[config.mk]
export PLATFORM = sky130hd
export DESIGN_NAME = stack_sequencer
export DESIGN_NICKNAME = d
export VERILOG_FILES = /design/src/rtl/stack_pkg.sv /design/src/rtl/stack_sequencer.sv
export SDC_FILE = /design/constraint.sdc
export NUM_CORES = 1
export LEC_CHECK = 0
export BUFFER_PORTS_ARGS = -buffer_cell sky130_fd_sc_hd__buf_2
export CORE_UTILIZATION = 55
export DETAILED_ROUTE_END_ITERATION = 16
export PLACE_DENSITY_LB_ADDON = 0.3
export RECOVER_POWER = 50
export SYNTH_ARGS = -nofsm -noshare
export SYNTH_HDL_FRONTEND = slang
export SYNTH_SLANG_ARGS = --single-unit
[constraint.sdc]
create_clock -name clk -period 4.2 [get_ports clk]
set_input_delay 0.42 -clock clk [delete_from_list [all_inputs] [get_ports clk]]
set_output_delay 0.42 -clock clk [all_outputs]
set_load 0.02 [all_outputs]
[src/rtl/stack_pkg.sv]
// Shared definitions for the stack sequencer: op encodings, FSM state
// encoding and the default top-of-stack value.
package stack_pkg;

    localparam logic [1:0] OP_CALL = 2'b00;
    localparam logic [1:0] OP_RET  = 2'b01;
    localparam logic [1:0] OP_INT  = 2'b10;
    localparam logic [1:0] OP_RTI  = 2'b11;

    // Matches the register file's SP reset value.
    localparam int SP_RESET_DEF = 2047;

    typedef enum logic [2:0] {
        IDLE,
        PUSH_HI,
        PUSH_LO,
        PUSH_CCR,
        POP_CCR,
        POP_LO,
        POP_HI,
        DONE
    } state_e;

    // CALL and INT push; RET and RTI pop.
    function automatic logic op_is_push(input logic [1:0] op);
        return ~op[0];
    endfunction

    // INT and RTI move three words (PC pair plus CCR); CALL and RET move two.
    function automatic logic op_has_ccr(input logic [1:0] op);
        return op[1];
    endfunction

endpackage

[src/rtl/stack_sequencer.sv]
// stack_sequencer: multi-cycle engine for CALL/RET/INT/RTI stack traffic.
// A 32-bit PC moves as two 16-bit memory words (high word at the higher
// address); INT/RTI add a CCR word below the PC. SP points to the next free
// word and the stack grows downward.
//
// Ports:
//   clk, rst            clock, asynchronous active-low reset
//   start, op           request (sampled only in IDLE) and its opcode
//   ret_pc, target_pc   PC to push, PC to jump to (CALL/INT)
//   ccr_in, sp_in       CCR to push (INT), current SP
//   mem_*               single-request memory port, completes on mem_ready
//   sp_/pc_/ccr_write   1-cycle register file write strobes with their data
//   busy, done          pipeline stall, completion pulse
//   stack_fault         rejected-request pulse (guard builds only)
//
// Build option: define STACK_GUARD_EN to reject pushes that would take SP
// below SP_LIMIT and pops that would take SP above SP_RESET. Without it SP
// wraps modulo 2^ADDR_W and stack_fault stays 0.
module stack_sequencer
    import stack_pkg::*;
#(
    parameter int DATA_W   = 16,
    parameter int ADDR_W   = 32,
    parameter int PC_W     = 32,
    parameter int SP_RESET = SP_RESET_DEF,
    parameter int SP_LIMIT = 0
) (
    input  logic              clk,
    input  logic              rst,
    input  logic              start,
    input  logic [1:0]        op,
    input  logic [PC_W-1:0]   ret_pc,
    input  logic [PC_W-1:0]   target_pc,
    input  logic [DATA_W-1:0] ccr_in,
    input  logic [ADDR_W-1:0] sp_in,
    output logic [ADDR_W-1:0] mem_addr,
    output logic [DATA_W-1:0] mem_wdata,
    output logic              mem_we,
    output logic              mem_re,
    input  logic [DATA_W-1:0] mem_rdata,
    input  logic              mem_ready,
    output logic              sp_write,
    output logic [ADDR_W-1:0] sp_wdata,
    output logic              pc_write,
    output logic [PC_W-1:0]   pc_wdata,
    output logic              ccr_write,
    output logic [DATA_W-1:0] ccr_wdata,
    output logic              busy,
    output logic              done,
    output logic              stack_fault
);

    localparam logic [ADDR_W-1:0] ONE = ADDR_W'(1);

    // Working state
    state_e              state_q, state_d;
    logic [1:0]          op_q, op_d;
    logic [PC_W-1:0]     ret_pc_q, ret_pc_d;
    logic [PC_W-1:0]     target_q, target_d;
    logic [DATA_W-1:0]   ccr_q, ccr_d;
    logic [ADDR_W-1:0]   sp_q, sp_d;
    logic [PC_W-1:0]     pc_rd_q, pc_rd_d;
    logic [DATA_W-1:0]   ccr_rd_q, ccr_rd_d;

    // Registered outputs
    logic [ADDR_W-1:0]   mem_addr_q, mem_addr_d;
    logic [DATA_W-1:0]   mem_wdata_q, mem_wdata_d;
    logic                mem_we_q, mem_we_d;
    logic                mem_re_q, mem_re_d;
    logic                sp_write_q, sp_write_d;
    logic [ADDR_W-1:0]   sp_wdata_q, sp_wdata_d;
    logic                pc_write_q, pc_write_d;
    logic [PC_W-1:0]     pc_wdata_q, pc_wdata_d;
    logic                ccr_write_q, ccr_write_d;
    logic [DATA_W-1:0]   ccr_wdata_q, ccr_wdata_d;
    logic                busy_q, busy_d;
    logic                done_q, done_d;
    logic                fault_q, fault_d;

    logic                reject;

`ifdef STACK_GUARD_EN
    // Bounds are compared one bit wider than SP so that wrap-around in
    // either direction shows up as out-of-range instead of aliasing.
    localparam int              EW      = ADDR_W + 1;
    localparam logic [ADDR_W:0] LIM_EXT = EW'(SP_LIMIT);
    localparam logic [ADDR_W:0] TOP_EXT = EW'(SP_RESET);

    logic [ADDR_W:0] sp_ext, n_ext;
    assign sp_ext = {1'b0, sp_in};
    assign n_ext  = op_has_ccr(op) ? EW'(3) : EW'(2);
    assign reject = op_is_push(op) ? (sp_ext < LIM_EXT + n_ext)
                                   : (sp_ext + n_ext > TOP_EXT);
`else
    logic unused_guard;
    assign unused_guard = ^{32'(SP_RESET), 32'(SP_LIMIT)};
    assign reject       = 1'b0;
`endif

    always_comb begin
        state_d  = state_q;
        op_d     = op_q;
        ret_pc_d = ret_pc_q;
        target_d = target_q;
        ccr_d    = ccr_q;
        sp_d     = sp_q;
        pc_rd_d  = pc_rd_q;
        ccr_rd_d = ccr_rd_q;
        fault_d  = 1'b0;

        case (state_q)
            IDLE: begin
                if (start) begin
                    if (reject) begin
                        fault_d = 1'b1;
                    end else begin
                        op_d     = op;
                        ret_pc_d = ret_pc;
                        target_d = target_pc;
                        ccr_d    = ccr_in;
                        sp_d     = sp_in;
                        if (op_is_push(op))  state_d = PUSH_HI;
                        else if (op == OP_RTI) state_d = POP_CCR;
                        else                 state_d = POP_LO;
                    end
                end
            end
            PUSH_HI: if (mem_ready) begin
                sp_d    = sp_q - ONE;
                state_d = PUSH_LO;
            end
            PUSH_LO: if (mem_ready) begin
                sp_d    = sp_q - ONE;
                state_d = (op_q == OP_INT) ? PUSH_CCR : DONE;
            end
            PUSH_CCR: if (mem_ready) begin
                sp_d    = sp_q - ONE;
                state_d = DONE;
            end
            POP_CCR: if (mem_ready) begin
                sp_d     = sp_q + ONE;
                ccr_rd_d = mem_rdata;
                state_d  = POP_LO;
            end
            POP_LO: if (mem_ready) begin
                sp_d                 = sp_q + ONE;
                pc_rd_d[DATA_W-1:0]  = mem_rdata;
                state_d              = POP_HI;
            end
            POP_HI: if (mem_ready) begin
                sp_d                   = sp_q + ONE;
                pc_rd_d[PC_W-1 -: DATA_W] = mem_rdata;
                state_d                = DONE;
            end
            DONE:    state_d = IDLE;
            default: state_d = IDLE;
        endcase

        // Outputs are a function of the state being entered, so they appear
        // in the same cycle as that state and stay put while it waits.
        mem_addr_d  = '0;
        mem_wdata_d = '0;
        mem_we_d    = 1'b0;
        mem_re_d    = 1'b0;
        sp_write_d  = 1'b0;
        sp_wdata_d  = '0;
        pc_write_d  = 1'b0;
        pc_wdata_d  = '0;
        ccr_write_d = 1'b0;
        ccr_wdata_d = '0;
        done_d      = 1'b0;
        busy_d      = (state_d != IDLE);

        case (state_d)
            PUSH_HI: begin
                mem_we_d    = 1'b1;
                mem_addr_d  = sp_d;
                mem_wdata_d = ret_pc_d[PC_W-1 -: DATA_W];
            end
            PUSH_LO: begin
                mem_we_d    = 1'b1;
                mem_addr_d  = sp_d;
                mem_wdata_d = ret_pc_d[DATA_W-1:0];
            end
            PUSH_CCR: begin
                mem_we_d    = 1'b1;
                mem_addr_d  = sp_d;
                mem_wdata_d = ccr_d;
            end
            // Pops pre-increment: the word lives one above the working SP.
            POP_CCR, POP_LO, POP_HI: begin
                mem_re_d   = 1'b1;
                mem_addr_d = sp_d + ONE;
            end
            DONE: begin
                done_d     = 1'b1;
                sp_write_d = 1'b1;
                sp_wdata_d = sp_d;
                pc_write_d = 1'b1;
                pc_wdata_d = op_is_push(op_d) ? target_d : pc_rd_d;
                if (op_d == OP_RTI) begin
                    ccr_write_d = 1'b1;
                    ccr_wdata_d = ccr_rd_d;
                end
            end
            default: ;
        endcase
    end

    always_ff @(posedge clk or negedge rst) begin
        if (!rst) begin
            state_q     <= IDLE;
            op_q        <= '0;
            ret_pc_q    <= '0;
            target_q    <= '0;
            ccr_q       <= '0;
            sp_q        <= '0;
            pc_rd_q     <= '0;
            ccr_rd_q    <= '0;
            mem_addr_q  <= '0;
            mem_wdata_q <= '0;
            mem_we_q    <= 1'b0;
            mem_re_q    <= 1'b0;
            sp_write_q  <= 1'b0;
            sp_wdata_q  <= '0;
            pc_write_q  <= 1'b0;
            pc_wdata_q  <= '0;
            ccr_write_q <= 1'b0;
            ccr_wdata_q <= '0;
            busy_q      <= 1'b0;
            done_q      <= 1'b0;
            fault_q     <= 1'b0;
        end else begin
            state_q     <= state_d;
            op_q        <= op_d;
            ret_pc_q    <= ret_pc_d;
            target_q    <= target_d;
            ccr_q       <= ccr_d;
            sp_q        <= sp_d;
            pc_rd_q     <= pc_rd_d;
            ccr_rd_q    <= ccr_rd_d;
            mem_addr_q  <= mem_addr_d;
            mem_wdata_q <= mem_wdata_d;
            mem_we_q    <= mem_we_d;
            mem_re_q    <= mem_re_d;
            sp_write_q  <= sp_write_d;
            sp_wdata_q  <= sp_wdata_d;
            pc_write_q  <= pc_write_d;
            pc_wdata_q  <= pc_wdata_d;
            ccr_write_q <= ccr_write_d;
            ccr_wdata_q <= ccr_wdata_d;
            busy_q      <= busy_d;
            done_q      <= done_d;
            fault_q     <= fault_d;
        end
    end

    assign mem_addr    = mem_addr_q;
    assign mem_wdata   = mem_wdata_q;
    assign mem_we      = mem_we_q;
    assign mem_re      = mem_re_q;
    assign sp_write    = sp_write_q;
    assign sp_wdata    = sp_wdata_q;
    assign pc_write    = pc_write_q;
    assign pc_wdata    = pc_wdata_q;
    assign ccr_write   = ccr_write_q;
    assign ccr_wdata   = ccr_wdata_q;
    assign busy        = busy_q;
    assign done        = done_q;
    assign stack_fault = fault_q;

endmodule

==> results of run 1 <==
cells in the mapped netlist, drive strengths merged, types with 8 or more instances:
| library cell | instances |
|---|---|
| dfrtp | 298 |
| nand2 | 298 |
| nor2 | 102 |
| nand3 | 95 |
| o21ai | 91 |
| clkbuf | 77 |
| mux2 | 51 |
| inv | 47 |
| a21oi | 44 |
| nor2b | 41 |
| nor4 | 32 |
| buf | 29 |
| nand4 | 27 |
| nor3 | 20 |
| o22ai | 20 |
| xnor2 | 18 |
| o211ai | 14 |
| or3 | 13 |
| and2 | 11 |
| and3 | 11 |
| and4 | 9 |
| mux2i | 9 |
| or4 | 9 |
| a221oi | 8 |
cells in the final DEF, fill, tap and decap left out, types with 6 or more instances in the layout:
master	instances
buf_4	57
and2_1	11
buf_2	132
inv_1	45
and3_1	11
nand4_1	25
nor4_1	27
nand2_1	296
mux2_2	51
o211ai_1	12
mux2i_1	9
xnor2_1	18
o21ai_0	88
clkbuf_16	29
a31oi_1	6
clkbuf_1	138
dfrtp_1	297
clkbuf_8	6
or3_1	13
nor2b_1	41
nor3_1	18
or4_1	7
and4_1	9
a221oi_1	6
nand3_1	94
a21oi_1	44
nor2_1	102
o22ai_1	20
through the flow:
step           std cells  hold slack, ns  total power, mW  instance area [µm²]  utilization
3_5_place_dp        2054          0.4540            11.26                16000       0.6355
6_report            2110         0.06317            14.06                16860       0.6697
3_3_place_gp        2054          0.4481            11.13                16000       0.6355
2_1_floorplan       1502          0.1244            8.864                14160            -
4_1_cts             2107         0.04931            14.06                17030       0.6764
5_1_grt             2108         0.06608            14.81                16860       0.6695
power breakdown:
| part | switching, mW | leakage, nW | internal (mW) |
|---|---|---|---|
| combinational | 4.41 | 3.58 | 2.22 |
| sequential | 0.681 | 3.84 | 4.00 |
| clock | 1.12 | 0.495 | 1.62 |
| total | 6.21 | 7.91 | 7.85 |
flip-flops by register name, indices dropped and copies added (netlist names), 3 cells and up:
register   flops
pc_rd_q       32
ret_pc_q      32
mem_addr      32
ccr_q         16
state_q        3
pc_wdata      32
ccr_rd_q      16
sp_wdata      32
mem_wdata     16
target_q      32
ccr_wdata     16
sp_q          32
worst max-delay path by stage:
stage                             endpoint            startpoint  cells after the start  slack (ns)
floorplan           mem_addr[30]$_DFF_PN0_  state_q[1]$_DFF_PN0_                     12        0.92
global placement    mem_addr[30]$_DFF_PN0_     sp_q[0]$_DFF_PN0_                     10        0.45
detailed placement  mem_addr[27]$_DFF_PN0_             mem_ready                     10        0.32
CTS                 mem_addr[27]$_DFF_PN0_  state_q[0]$_DFF_PN0_                     12        0.26
global route        mem_addr[27]$_DFF_PN0_  state_q[1]$_DFF_PN0_                     11       0.008
finish              mem_addr[27]$_DFF_PN0_     sp_q[0]$_DFF_PN0_                     10        0.22
repair_timing:
action	4_1_cts	5_1_grt
hold buffers	1	0
endpoints found under the hold margin	97	0
setup endpoints to repair	0	2
buffers inserted	0	0
resized for setup	0	1
final cells by class:
type                    count  area share
diodes                      3   0.0004452
clock buffers              38     0.04860
clock inverters            14     0.01187
inverters                  49     0.01091
multi-input cells        1049      0.3624
flip-flops and latches    298      0.4423
well taps                 330     0.02448
repair buffers            329     0.09905
kinds of logic after synthesis:
group,count (synthesis)
AOI/OAI and AO/OA,265
DFF,298
and+or+nand+nor,697
other,1
adders and majority gates,3
xor gates and xnor gates,23
buffers and inverters,155
muxes,60
tightest hold or removal path, cell delays in order:
cell and delay, ns:
buf_2 0.07, nand2_1 0.05, nand2_1 0.05
layer usage:
metal,vias up,track usage,wire [µm]
li1,5750,-,-
met1,6154,0.4318,17100
met2,692,0.5493,21190
met3,142,0.06977,3840
met4,0,0.2020,2645
met5,-,0,0
==> run summary, run 1 <==
Status: finished, violations left
Failing checks: max-capacitance violations, max-slew violations
End of the worst hold path: target_q[22]$_DFF_PN0_
Yosys cell types: 91
Initial Utilization: 0.5623
Post-Synthesis Cells: 1502
Hold path startpoint: target_pc[22]
Synth top area cells: dfrtp_1, nand2_1, mux2_2
First-pass GRT wire length: 69340 µm
Post-Syn Nets: 1639
Clock Path Buffers: 3
Clk_lat worst skew: 0.57 ns
DR vias: 12740
R2R depth: 10
Leak: 7.908 nW
Adder-cell share of the synthesized area: 0.002651
Ports: 270
Area grow syn2layout: 19.11%
R2R Path Start: sp_q[0]$_DFF_PN0_
Layout cells sized above 1: 0.1874
Fraction of registers with async set/reset: 1.000
Remaining DRCs: 0
GRT overflow: 0
R2r setup slk: 0.22 ns
Chip Width: 162.4 µm
Nets: 1893
Ys flop type: dfrtp_1
WP buf/inv: 0
Final-report setup violation count: 0
First DRT Iteration DRCs: 1346
Synthesis-stage register bit count: 298
Critical path's top delay family: simple AND/OR/NAND/NOR gates
Area of the multi-input gates: 6111 µm²
DP HPWL: 31230 µm
Drt wl/cell: 21.22 µm
Crit path launch type: flip-flop
Seq/Total Area, Yosys: 0.5267
H-tree levels: 1
Sum of negative setup slack: 0 ns
Slew @ Worst Pin: 2.532 ns
Pre-CTS WS: 0.3202 ns
Final hold violations: 0
Core area: 25180 µm²
Vias in the first global route: 12510
Mux cell area share after synthesis: 0.04692
CTS sink cnt: 298
Hold path cells: 3
Critical R2R Capture: mem_addr[27]$_DFF_PN0_
Register area: 7458 µm²
CTS tree: built
Total wire length: 44770 µm
Worst path max stage delay: 0.76 ns
CP max FO: 10
FMAX: 251.3 MHz
Max-slew headroom: -0.6878
Post-synth EDFFs: 0
WP data arrival: 4.45 ns
Worst min-delay path category: in2reg
Root Buffer: clkbuf_16
Number of fill cells: 2028
Buffers on Ports: 268
Clock Pin Slew Worst Setup and Hold Paths: 0.07 ns
# rows: 58
Max_cap viols: 1
Initial antenna violation count: 1
Area leader, netlist: dfrtp_1
GPL Wtd Cong: 1.048
VDD IR max: 0.0004779 V
Mean Syn Cell Area: 9.426 µm²
Drt pass-1 iters: 6
Setup Skew: 0.02123 ns
Pwr/cell area: 833.8 nW/µm²
RSZ-0062 raised after global routing: false
Post-Synth XOR/XNOR Area: 0.01423
Crit Path Category: reg2reg
Compound-Gate Fraction of Synth Area: 0.1227
CP max stage cell: or4_1
Yosys warnings: 0
Final worst-path cycle share: 0.9474
Post-Syn Area: 14160 µm²
Period minus WS final: 3.979 ns
Via density: 6.037
Crit-path cells: ha_1, nand4_2, or4_1, nor4_1, a21oi_1, a21o_1, nor4_2, nand4_1, or4_1, o211ai_1
Die Span Y: 162.4 µm
Synth top area share: 0.5267
Crit. End Element: flip-flop
DIE AREA: 26390 µm²
Most used cell, CP: or4_1
Total CTS buffers: 29
Combinational family with the most area after synthesis: simple AND/OR/NAND/NOR gates
Overall Global Routing Usage: 0.3429
Largest net degree at the start of global routing: 116
Post-Synth Simple-Gate Area: 0.2414
DRT antenna net count: 0
Req. time, crit path: 4.68 ns
Final setup margin: 0.2207 ns
Slew Viols, Final: 98
(Power assumes the default switching activity.)
==> run 2: changes to the inputs <==
--- a/config.mk
+++ b/config.mk
@@ -9,7 +9,6 @@
 export CORE_UTILIZATION = 55
 export DETAILED_ROUTE_END_ITERATION = 16
 export PLACE_DENSITY_LB_ADDON = 0.3
-export RECOVER_POWER = 50
 export SYNTH_ARGS = -nofsm -noshare
 export SYNTH_HDL_FRONTEND = slang
 export SYNTH_SLANG_ARGS = --single-unit
==> run 2 against run 1 <==
Compared with the run above: the run now ends clean; register-to-register slack got worse by 0.02 ns; largest power group unchanged; core utilization increased by 0.71 points; worst setup slack got worse by 0.016 ns; non-clock buffer count unchanged; combinational power increased by 2%; total power increased by 0.71%.
==> run summary, run 2 (same netlist as run 1, synthesis figures left out) <==
Critical path's top delay family: simple AND/OR/NAND/NOR gates
Clock Pin Slew Worst Setup and Hold Paths: 0.07 ns (about the same)
Area grow syn2layout: 20.37%
Via density: 6.037 (about the same)
DP HPWL: 31230 µm (unchanged)
First DRT Iteration DRCs: 1243 (-7.7%)
Initial antenna violation count: 1 (unchanged)
Crit. End Element: flip-flop
CP max FO: 10 (unchanged)
Global route hottest layer: met2
Commonest non-fill, non-tap cells in the layout: dfrtp_1, nand2_1, buf_2
RSZ-0062 raised after global routing: false
Crit Path Category: reg2reg
Commonest non-fill, non-tap cell in the layout: dfrtp_1
Post-route insts no fill: 2110 (unchanged)
Worst path max stage delay: 0.76 ns (about the same)
Largest net degree at the start of global routing: 116 (unchanged)
Overall Global Routing Usage: 0.3429 (unchanged)
H-tree levels: 1 (unchanged)
Most used cell, CP: or4_1
DRT antenna net count: 0 (unchanged)
Final-report setup violation count: 0 (unchanged)
Placed Cells: 2054 (unchanged)
Area of the multi-input gates: 6111 µm² (unchanged)
WP buf/inv: 0 (unchanged)
CP max stage cell: or4_1
Drt wl/cell: 21.24 µm (about the same)
CTS tree: built
Clock Path Buffers: 3 (unchanged)
Max_cap viols: 0 (-1)
Setup bufs post-CTS: 0 (unchanged)
GR Util met3: 0.06977 (unchanged)
Number of fill cells: 1953 (-3.7%)
Final hold violations: 0 (unchanged)
DIE AREA: 26390 µm² (unchanged)
GRT overflow: 0 (unchanged)
Crit-path cells: ha_1, nand4_2, or4_1, nor4_1, a21oi_1, a21o_1, nor4_2, nand4_1, or4_1, o211ai_1
Die Span Y: 162.4 µm (unchanged)
Leak: 8.461 nW (+7.0%)
Crit path launch type: flip-flop
Crit path launch: sp_q[0]$_DFF_PN0_
Layout cells sized above 1: 0.2634 (+0.07597)
Clk_lat worst skew: 0.57 ns (about the same)
CTS sink cnt: 298 (unchanged)
Period minus WS final: 3.995 ns (+0.01613 ns)
FMAX: 250.3 MHz (-0.40%)
Total CTS buffers: 29 (unchanged)
# rows: 58 (unchanged)
Total wire length: 44810 µm (about the same)
Status: finished, final reports clean
Core area: 25180 µm² (unchanged)
Pwr/cell area: 830.9 nW/µm² (-0.35%)
Met2 usage: 0.5493 (unchanged)
Ports: 270 (unchanged)
Worst min-delay path category: in2reg
DR vias: 12740 (+0.0079%)
Slew Viols, Final: 0 (-100%)
Nets: 1893 (unchanged)
Root Buffer: clkbuf_16
Sum of negative setup slack: 0 ns (unchanged)
Initial Utilization: 0.5623 (unchanged)
GPL Wtd Cong: 1.048 (unchanged)
Final worst-path cycle share: 0.9513 (+0.003840)
Drt pass-1 iters: 6 (unchanged)
Req. time, crit path: 4.67 ns (about the same)
Setup Skew: 0.02005 ns (-0.001181 ns)
Register area: 7458 µm² (unchanged)
VDD IR max: 0.0004761 V (-0.38%)
Buffers on Ports: 268 (unchanged)
WP data arrival: 4.46 ns (about the same)
Remaining DRCs: 0 (unchanged)
Chip Width: 162.4 µm (unchanged)
Met1 Use GR: 0.4318 (unchanged)
R2R Path Start: sp_q[0]$_DFF_PN0_
Hold path startpoint: target_pc[22]
Slew @ Worst Pin: 1.092 ns (-1.439 ns)
Max-slew headroom: 0.2718 (+0.9596)
Vias in the first global route: 12510 (unchanged)
First-pass GRT wire length: 69340 µm (unchanged)
## run 2: changes by cell type in the layout (fill, tap and decap cells not counted), sizes merged
| cell | previous run | this run |
|---|---|---|
| clkbuf | 174 | 38 |
| buf | 192 | 328 |
## run 2: repair_timing
| item | CTS | global route |
|---|---|---|
| hold buffers | 1 | 0 |
| hold endpoints to repair | 97 | 0 |
| gates resized for setup | 0 | 1 |
| endpoints found under the setup margin | 0 | 2 |
## run 2: routing by layer
metal | vias up | share of wire
met5 | - | 0
met4 | 0 | 0.060
met3 | 151 | 0.086
met2 | 690 | 0.47
met1 | 6150 | 0.38
li1 | 5748 | -
## run 2: where the power goes
| part | total, mW | internal, mW | switching, mW |
|---|---|---|---|
| registers | 4.67 | 4.00 | 0.669 |
| clock network | 2.74 | 1.62 | 1.12 |
| logic | 6.75 | 2.33 | 4.42 |
| total | 14.2 | 7.95 | 6.21 |
## run 2: worst register-to-register path: cells and delay by family (launching register included)
family / cells / cell delay [ns]
simple gates: 6 / 2.64
flops: 1 / 0.53
compound gates: 3 / 0.47
fa+ha+maj: 1 / 0.29
## run 2: cell type report
cell class              instances  share of cell area
repair buffers                329              0.1085
inverters                      49             0.01079
diodes                          3           0.0004405
clock buffers                  38             0.04809
well taps                     330             0.02423
flip-flops and latches        298              0.4376
multi-input cells            1049              0.3586
clock inverters                14             0.01175
## run 2: per-stage QoR
step                      hold slack (ns)  worst slack (ns)  power, mW    util  cell area (µm²)
after floorplan                    0.1244            0.9242      8.864       -            14160
after global placement             0.4481            0.4548      11.13  0.6355            16000
after detailed placement           0.4540            0.3202      11.26  0.6355            16000
after CTS                         0.04931            0.2591      14.06  0.6764            17030
after global routing              0.06608          0.007917      14.90  0.6766            17040
final                             0.06230            0.2046      14.16  0.6768            17040
## run 2: worst paths after layout
kind,to,slack (ns),cells after the start
min in group asynchronous,mem_addr[14]$_DFF_PN0_,0.46,2
min reg2reg,ret_pc_q[30]$_DFF_PN0_,0.47,2
min,target_q[22]$_DFF_PN0_,0.06,3
max in group asynchronous,sp_q[10]$_DFF_PN0_,2.69,3
max,mem_addr[27]$_DFF_PN0_,0.20,10
max reg2reg,mem_addr[27]$_DFF_PN0_,0.20,10
